==> src/rtl/huffman_pkg.sv <==
// Shared Huffman codebook for the 4-bit activation link (encoder and decoder).
// Holds the block geometry, the FSM state encoding and the symbol -> code table.
package huffman_pkg;

  localparam int unsigned NUM_WORDS    = 8;
  localparam int unsigned BW           = 4;
  localparam int unsigned BLK_W        = NUM_WORDS * BW;
  localparam int unsigned MAX_CODE_LEN = 11;
  localparam int unsigned LEN_W        = 4;
  localparam int unsigned PTR_W        = 3;
  localparam int unsigned STAT_W       = 16;

  typedef enum logic {
    S_IDLE  = 1'b0,
    S_SHIFT = 1'b1
  } huff_state_e;

  // Code is left-aligned in MAX_CODE_LEN bits; len counts valid MSBs.
  typedef struct packed {
    logic [MAX_CODE_LEN-1:0] bits;
    logic [LEN_W-1:0]        len;
  } huff_code_t;

  // Prefix-free codebook; MSB of bits is transmitted first.
  function automatic huff_code_t huff_code(input logic [BW-1:0] sym);
    huff_code_t c;
    c.bits = '0;
    c.len  = '0;
    case (sym)
      4'd0:    begin c.bits = 11'b1_0000000000;  c.len = 4'd1;  end
      4'd1:    begin c.bits = 11'b0001_0000000;  c.len = 4'd4;  end
      4'd2:    begin c.bits = 11'b0000_0000000;  c.len = 4'd4;  end
      4'd3:    begin c.bits = 11'b0111_0000000;  c.len = 4'd4;  end
      4'd4:    begin c.bits = 11'b0011_0000000;  c.len = 4'd4;  end
      4'd5:    begin c.bits = 11'b0101_0000000;  c.len = 4'd4;  end
      4'd6:    begin c.bits = 11'b0100_0000000;  c.len = 4'd4;  end
      4'd7:    begin c.bits = 11'b0010_0000000;  c.len = 4'd4;  end
      4'd8:    begin c.bits = 11'b01101_000000;  c.len = 4'd5;  end
      4'd9:    begin c.bits = 11'b011001_00000;  c.len = 4'd6;  end
      4'd10:   begin c.bits = 11'b0110000_0000;  c.len = 4'd7;  end
      4'd11:   begin c.bits = 11'b011000111_00;  c.len = 4'd9;  end
      4'd12:   begin c.bits = 11'b01100010_000;  c.len = 4'd8;  end
      4'd13:   begin c.bits = 11'b01100011011;   c.len = 4'd11; end
      4'd14:   begin c.bits = 11'b01100011010;   c.len = 4'd11; end
      default: begin c.bits = 11'b0110001100_0;  c.len = 4'd10; end
    endcase
    return c;
  endfunction

endpackage

==> src/rtl/huffman_act_enc_if.sv <==
// Block-in / serial-bit-out handshake bundle of the activation encoder.
interface huffman_act_enc_if;
  import huffman_pkg::*;

  logic [BLK_W-1:0] in;
  logic             valid_in;
  logic             ready;
  logic             out;
  logic             valid;
  logic             out_ready;

  // Block producer / bit consumer side.
  modport master (
    output in, valid_in, out_ready,
    input  ready, out, valid
  );

  // Encoder side.
  modport slave (
    input  in, valid_in, out_ready,
    output ready, out, valid
  );
endinterface

==> src/rtl/huffman_code_lut.sv <==
// Combinational symbol -> left-aligned code and length lookup.
module huffman_code_lut
  import huffman_pkg::*;
(
  input  logic [BW-1:0]           sym_i,
  output logic [MAX_CODE_LEN-1:0] code_o,
  output logic [LEN_W-1:0]        len_o
);

  huff_code_t entry_c;

  // Table lookup from the shared codebook.
  always_comb begin
    entry_c = huff_code(sym_i);
    code_o  = entry_c.bits;
    len_o   = entry_c.len;
  end

endmodule

==> src/rtl/huffman_act_enc.sv <==
// Huffman encoder for 4-bit activation blocks: serialises word 7 first, word 0 last.
// Optional HUFF_ENC_STATS_EN adds saturating transferred-bit and completed-block counters.
module huffman_act_enc
  import huffman_pkg::*;
(
  input  logic                clk,
  input  logic                reset,
  huffman_act_enc_if.slave    bus
`ifdef HUFF_ENC_STATS_EN
  ,
  output logic [STAT_W-1:0]   bit_count,
  output logic [STAT_W-1:0]   blk_count
`endif
);

  huff_state_e             state_q, state_d;
  logic [BLK_W-1:0]        hold_q, hold_d;
  logic [MAX_CODE_LEN-1:0] shift_q, shift_d;
  logic [LEN_W-1:0]        bit_left_q, bit_left_d;
  logic [PTR_W-1:0]        word_ptr_q, word_ptr_d;
  logic                    valid_q, valid_d;
  logic                    ready_q, ready_d;

  logic [PTR_W-1:0]        nxt_ptr_c;
  logic [BW-1:0]           lut_sym_c;
  logic [MAX_CODE_LEN-1:0] lut_code_c;
  logic [LEN_W-1:0]        lut_len_c;
  logic                    xfer_c;
  logic                    last_bit_c;
  logic                    blk_done_c;

  // In IDLE the LUT sees the incoming top word; in SHIFT it pre-fetches the next held word.
  assign nxt_ptr_c  = word_ptr_q - PTR_W'(1);
  assign lut_sym_c  = (state_q == S_IDLE) ? bus.in[BLK_W-1 -: BW]
                                          : hold_q[{nxt_ptr_c, 2'b00} +: BW];
  assign xfer_c     = valid_q & bus.out_ready;
  assign last_bit_c = (bit_left_q == LEN_W'(1));
  assign blk_done_c = xfer_c & last_bit_c & (word_ptr_q == '0);

  huffman_code_lut u_lut (
    .sym_i  (lut_sym_c),
    .code_o (lut_code_c),
    .len_o  (lut_len_c)
  );

  // State and datapath registers.
  always_ff @(posedge clk) begin
    if (reset) begin
      state_q    <= S_IDLE;
      hold_q     <= '0;
      shift_q    <= '0;
      bit_left_q <= '0;
      word_ptr_q <= PTR_W'(NUM_WORDS - 1);
      valid_q    <= 1'b0;
      ready_q    <= 1'b1;
    end else begin
      state_q    <= state_d;
      hold_q     <= hold_d;
      shift_q    <= shift_d;
      bit_left_q <= bit_left_d;
      word_ptr_q <= word_ptr_d;
      valid_q    <= valid_d;
      ready_q    <= ready_d;
    end
  end

  // Next-state: accept a block, then shift codes back-to-back with no inter-word bubble.
  always_comb begin
    state_d    = state_q;
    hold_d     = hold_q;
    shift_d    = shift_q;
    bit_left_d = bit_left_q;
    word_ptr_d = word_ptr_q;
    valid_d    = valid_q;
    ready_d    = ready_q;

    case (state_q)
      S_IDLE: begin
        if (bus.valid_in && ready_q) begin
          hold_d     = bus.in;
          shift_d    = lut_code_c;
          bit_left_d = lut_len_c;
          word_ptr_d = PTR_W'(NUM_WORDS - 1);
          valid_d    = 1'b1;
          ready_d    = 1'b0;
          state_d    = S_SHIFT;
        end
      end
      S_SHIFT: begin
        if (xfer_c) begin
          if (blk_done_c) begin
            shift_d    = '0;
            bit_left_d = '0;
            word_ptr_d = PTR_W'(NUM_WORDS - 1);
            valid_d    = 1'b0;
            ready_d    = 1'b1;
            state_d    = S_IDLE;
          end else if (last_bit_c) begin
            shift_d    = lut_code_c;
            bit_left_d = lut_len_c;
            word_ptr_d = nxt_ptr_c;
          end else begin
            shift_d    = {shift_q[MAX_CODE_LEN-2:0], 1'b0};
            bit_left_d = bit_left_q - LEN_W'(1);
          end
        end
      end
      default: begin
        state_d = S_IDLE;
        valid_d = 1'b0;
        ready_d = 1'b1;
      end
    endcase
  end

  assign bus.out   = shift_q[MAX_CODE_LEN-1];
  assign bus.valid = valid_q;
  assign bus.ready = ready_q;

`ifdef HUFF_ENC_STATS_EN
  logic [STAT_W-1:0] bit_count_q;
  logic [STAT_W-1:0] blk_count_q;

  // Saturating counters for compression-ratio measurement.
  always_ff @(posedge clk) begin
    if (reset) begin
      bit_count_q <= '0;
      blk_count_q <= '0;
    end else begin
      if (xfer_c && (bit_count_q != '1)) bit_count_q <= bit_count_q + STAT_W'(1);
      if (blk_done_c && (blk_count_q != '1)) blk_count_q <= blk_count_q + STAT_W'(1);
    end
  end

  assign bit_count = bit_count_q;
  assign blk_count = blk_count_q;
`endif

endmodule
==> src/flat_wrapper.sv <==
// flat-port wrapper written by rule: the top's interface ports become plain ports
module huffman_act_enc_flat import huffman_pkg::*;
  (clk, reset, bus_in, bus_valid_in, bus_out_ready, bus_ready, bus_out, bus_valid);
  huffman_act_enc_if bus_i ();
  input  logic clk;
  input  logic reset;
  input wire logic [$bits(bus_i.in)-1:0] bus_in;
  input wire logic [$bits(bus_i.valid_in)-1:0] bus_valid_in;
  input wire logic [$bits(bus_i.out_ready)-1:0] bus_out_ready;
  output wire logic [$bits(bus_i.ready)-1:0] bus_ready;
  output wire logic [$bits(bus_i.out)-1:0] bus_out;
  output wire logic [$bits(bus_i.valid)-1:0] bus_valid;
  assign bus_i.in = bus_in;
  assign bus_i.valid_in = bus_valid_in;
  assign bus_i.out_ready = bus_out_ready;
  assign bus_ready = bus_i.ready;
  assign bus_out = bus_i.out;
  assign bus_valid = bus_i.valid;
  huffman_act_enc u_core (.clk(clk), .reset(reset), .bus(bus_i));
endmodule
==> config.mk <==
export PLATFORM = sky130hd
export DESIGN_NAME = huffman_act_enc_flat
export DESIGN_NICKNAME = d
export VERILOG_FILES = /design/src/rtl/huffman_pkg.sv /design/src/rtl/huffman_act_enc_if.sv /design/src/rtl/huffman_code_lut.sv /design/src/rtl/huffman_act_enc.sv /design/src/flat_wrapper.sv
export SDC_FILE = /design/constraint.sdc
export NUM_CORES = 1
export LEC_CHECK = 0
export CAP_MARGIN = 20
export CELL_PAD_IN_SITES_DETAIL_PLACEMENT = 0
export CELL_PAD_IN_SITES_GLOBAL_PLACEMENT = 1
export CORE_ASPECT_RATIO = 0.75
export CORE_MARGIN = 5
export CORE_UTILIZATION = 35
export DETAILED_ROUTE_END_ITERATION = 8
export PLACE_DENSITY_LB_ADDON = 0.1
export SETUP_SLACK_MARGIN = 0.1
export SLEW_MARGIN = 25
export SYNTH_ARGS = -nofsm -noshare
export SYNTH_HDL_FRONTEND = slang
export SYNTH_SLANG_ARGS = --single-unit
export TNS_END_PERCENT = 5
==> constraint.sdc <==
create_clock -name clk -period 3.7 [get_ports clk]
set_input_delay 0.74 -clock clk [delete_from_list [all_inputs] [get_ports clk]]
set_output_delay 0.74 -clock clk [all_outputs]
set_load 0.02 [all_outputs]
==> reports/metrics.cfg <==
[floorplanning]
io_pins = 39
core_mm2 = 0.00747
die_width_um = 112
initial_core_util = 0.364
std_cell_rows = 27
fp.dieH_um = 86.3
die-area_mm2 = 0.00965

[synthesis]
ys.flop_type = dfxtp_1
synth_compound_area_frac = 0.219
synth.area.mux_share = 0.0879
synthArstFlopShare = 0
syn_avg_cell_area_um2 = 8.45
syn_inst = 322
ys_warn_count = 0
syn_area_mm2 = 0.00272
seq_area_frac_synth = 0.390
syn-num-nets = 368
synth_area_leaders = dfxtp_1 (39%), nand2_1 (10%), a21oi_1 (8.8%)
yosys.area.top_type = dfxtp_1
synth-xor-area-share = 0.00644
ys_ff_latch = 53
synthSimpleGateAreaFrac = 0.207
synth_top_family_by_area = compound AO/OA/AOI/OAI gates
ys_types = 53
synth_fa_ha_area_frac = 0.0460
synth_edf_count = 0
synth_top_area_frac = 0.390

[cts]
cts_hold_buf = 0
cts_resized = 0
cts.sinks = 53
htreeDepth = 2
post_cts_buffers = 0
clock_latency_ns = 0.30
cts_max_path_buffers = 2
numCtsBuffers = 5
cts_root_buf = clkbuf_8
clk_pin_slew_worst_paths_ns = 0.09
cts_tree = yes

[timing]
tns_ns = 0
relSlewSlack = 0.572
tightest_slew_ns = 0.640
period_share = 0.827
finalHoldViolCount = 0
skew_ns = 0.0112
rsz0062_at_grt = no
min_period_ns = 3.06
drv_slew = 0
setup_viol = 0
timing.fmax_mhz = 327

[pwr]
p_seq_frac = 0.484
combPwrFrac = 0.232
power.density_mw_per_mm2 = 411
peakVddDrop_mv = 0.170
p_switching_uw = 398
total_leakage_power_uw = 0.00124
intPower_uw = 951
p_clk_frac = 0.284
power.share.switching = 0.295

[worst_setup_path]
crit_chain = clkinv_1 -> nor2_1 -> a221o_1 -> inv_1 -> ha_1 -> inv_1 -> nor3_1 -> o21ai_0 -> a31oi_1
cp_max_fo = 15
cp-end-kind = register
slowest_delay_ns = 0.71
cp.arrival_ns = 3.29
crit_type = register to register
slowest_stage = dfxtp_1
timing.critical_path.max_delay_family = flip-flops
r2r_end = u_core.bit_left_q[0]
cp.depth = 9
cp.required_ns = 3.94
rrSetupSlack_ns = 0.64
cpMostUsedCell = inv_1
crit_path_end = u_core.bit_left_q[0]
reg2reg_depth = 9
critPathBufInv = 3
start_kind = register
r2r_start = u_core.state_q
startpoint = u_core.state_q

[grt]
gr-usage-met2 = 0.208
grtUsageMet3 = 0.0307
grt_pass1_vias = 2190
grt_busiest_layer = met1
use_met1 = 0.231
grt.total_usage = 0.150
grt_max_degree = 35
grt_pass1_wl_um = 11600
grt_overflow = 0
antenna_found_initial = 0

[run_status]
status = finished clean

[placed_design]
placed_area_mm2 = 0.00318
portBuffers = 38
gp_congestion = 0.830
dp.final_hpwl_um = 5180

[cells_and_area]
drive_gt1_frac = 0.0935
antenna_cells = 0
fin_area_mm2 = 0.00329
synthToLayoutAreaGrowth_pct = 20.8
final_cell_mix = nand2_1 (73), dfxtp_1 (53), a21oi_1 (48)
fin_nets = 399
final_common_cell = nand2_1
final_util = 0.440

[route]
first_pass_iters = 5
num_vias = 2321
detailedRoute.firstIterationViolations = 157
routed_wl_um = 7010
viasPerCell = 5.11
drc = 0
ant_nets = 0
wl_per_cell_um = 15.4

[worst_hold_path]
min_path_cells = 2
min_path_type = register to register

[run]
drv_cap = 0

[registers in the layout, indices dropped and copies added (netlist names)]
register           cells
u_core.state_q         1
u_core.bus.valid       1
u_core.bus.ready       1
u_core.bit_left_q      4
u_core.word_ptr_q      3
u_core.shift_q        11
u_core.hold_q         32
[per-stage QoR]
step	hold slack [ns]	setup WS [ns]	power, uW	std cells
floorplan	0.432	0.969	867	322
global placement	0.442	0.772	979	447
detailed placement	0.448	0.704	980	447
CTS	0.462	0.660	1360	454
global route	0.477	0.295	1430	454
finish	0.456	0.641	1350	454
[tightest hold or removal path, cell delays in order, from the launching register on]
cell and delay, ns:
dfxtp_1 0.31, nand2_1 0.05, a21oi_1 0.05
[logic make-up after synthesis]
logic type,count (synthesis)
XOR/XNOR,2
AO/OA/AOI/OAI,93
flip-flops,53
buffers and inverters,29
adder cells (fa/ha/maj),10
multiplexers,12
AND/OR/NAND/NOR,123
[final cells by class]
cell class / instances / area, um2
clock buffer: 5 / 68.8
clock inverter: 2 / 35.0
fill: 775 / 4180
inverter: 9 / 33.8
multi-input combinational: 240 / 1540
sequential: 53 / 1060
tap: 101 / 126
timing repair buffer: 44 / 420
[cell usage after synthesis, types with 2 or more instances]
master,n
nor3_1,9
o31a_1,2
clkbuf_1,16
mux4_1,4
nor3b_1,2
a21o_1,4
and3_1,3
nor2_1,16
nand3_1,4
ha_1,10
mux2i_1,3
or2_2,2
inv_1,8
o21ai_1,2
nand2b_1,3
mux4_2,4
dfxtp_1,53
o21ai_0,12
a221oi_2,2
buf_2,2
nand2_1,73
a211oi_1,5
a21oi_1,48
a31oi_1,3
a211oi_2,2
a32oi_1,3
[how the worst min path moves through the flow]
stage	slack, ns	from	to
final	0.46	u_core.hold_q[10]	u_core.hold_q[10]
after global routing	0.48	u_core.hold_q[5]	u_core.hold_q[5]
after CTS	0.46	u_core.hold_q[5]	u_core.hold_q[5]
after detailed placement	0.45	u_core.hold_q[5]	u_core.hold_q[5]
after global placement	0.44	u_core.hold_q[0]	u_core.hold_q[0]
after floorplan	0.43	u_core.hold_q[11]	u_core.hold_q[11]
[power by group through the flow]
stage	Combinational [uW]	Clock, uW	Sequential (uW)
2_1_floorplan	213	0	654
3_3_place_gp	314	0	666
3_5_place_dp	314	0	665
4_1_cts	315	394	653
5_1_grt	350	424	660
6_report	314	383	653
[layer usage]
| layer | share of wire | vias up |
|---|---|---|
| li1 | - | 1193 |
| met1 | 0.55 | 1082 |
| met2 | 0.41 | 44 |
| met3 | 0.038 | 2 |
| met4 | 0.0053 | 0 |
| met5 | 0 | - |
(Power assumes the default switching activity.)
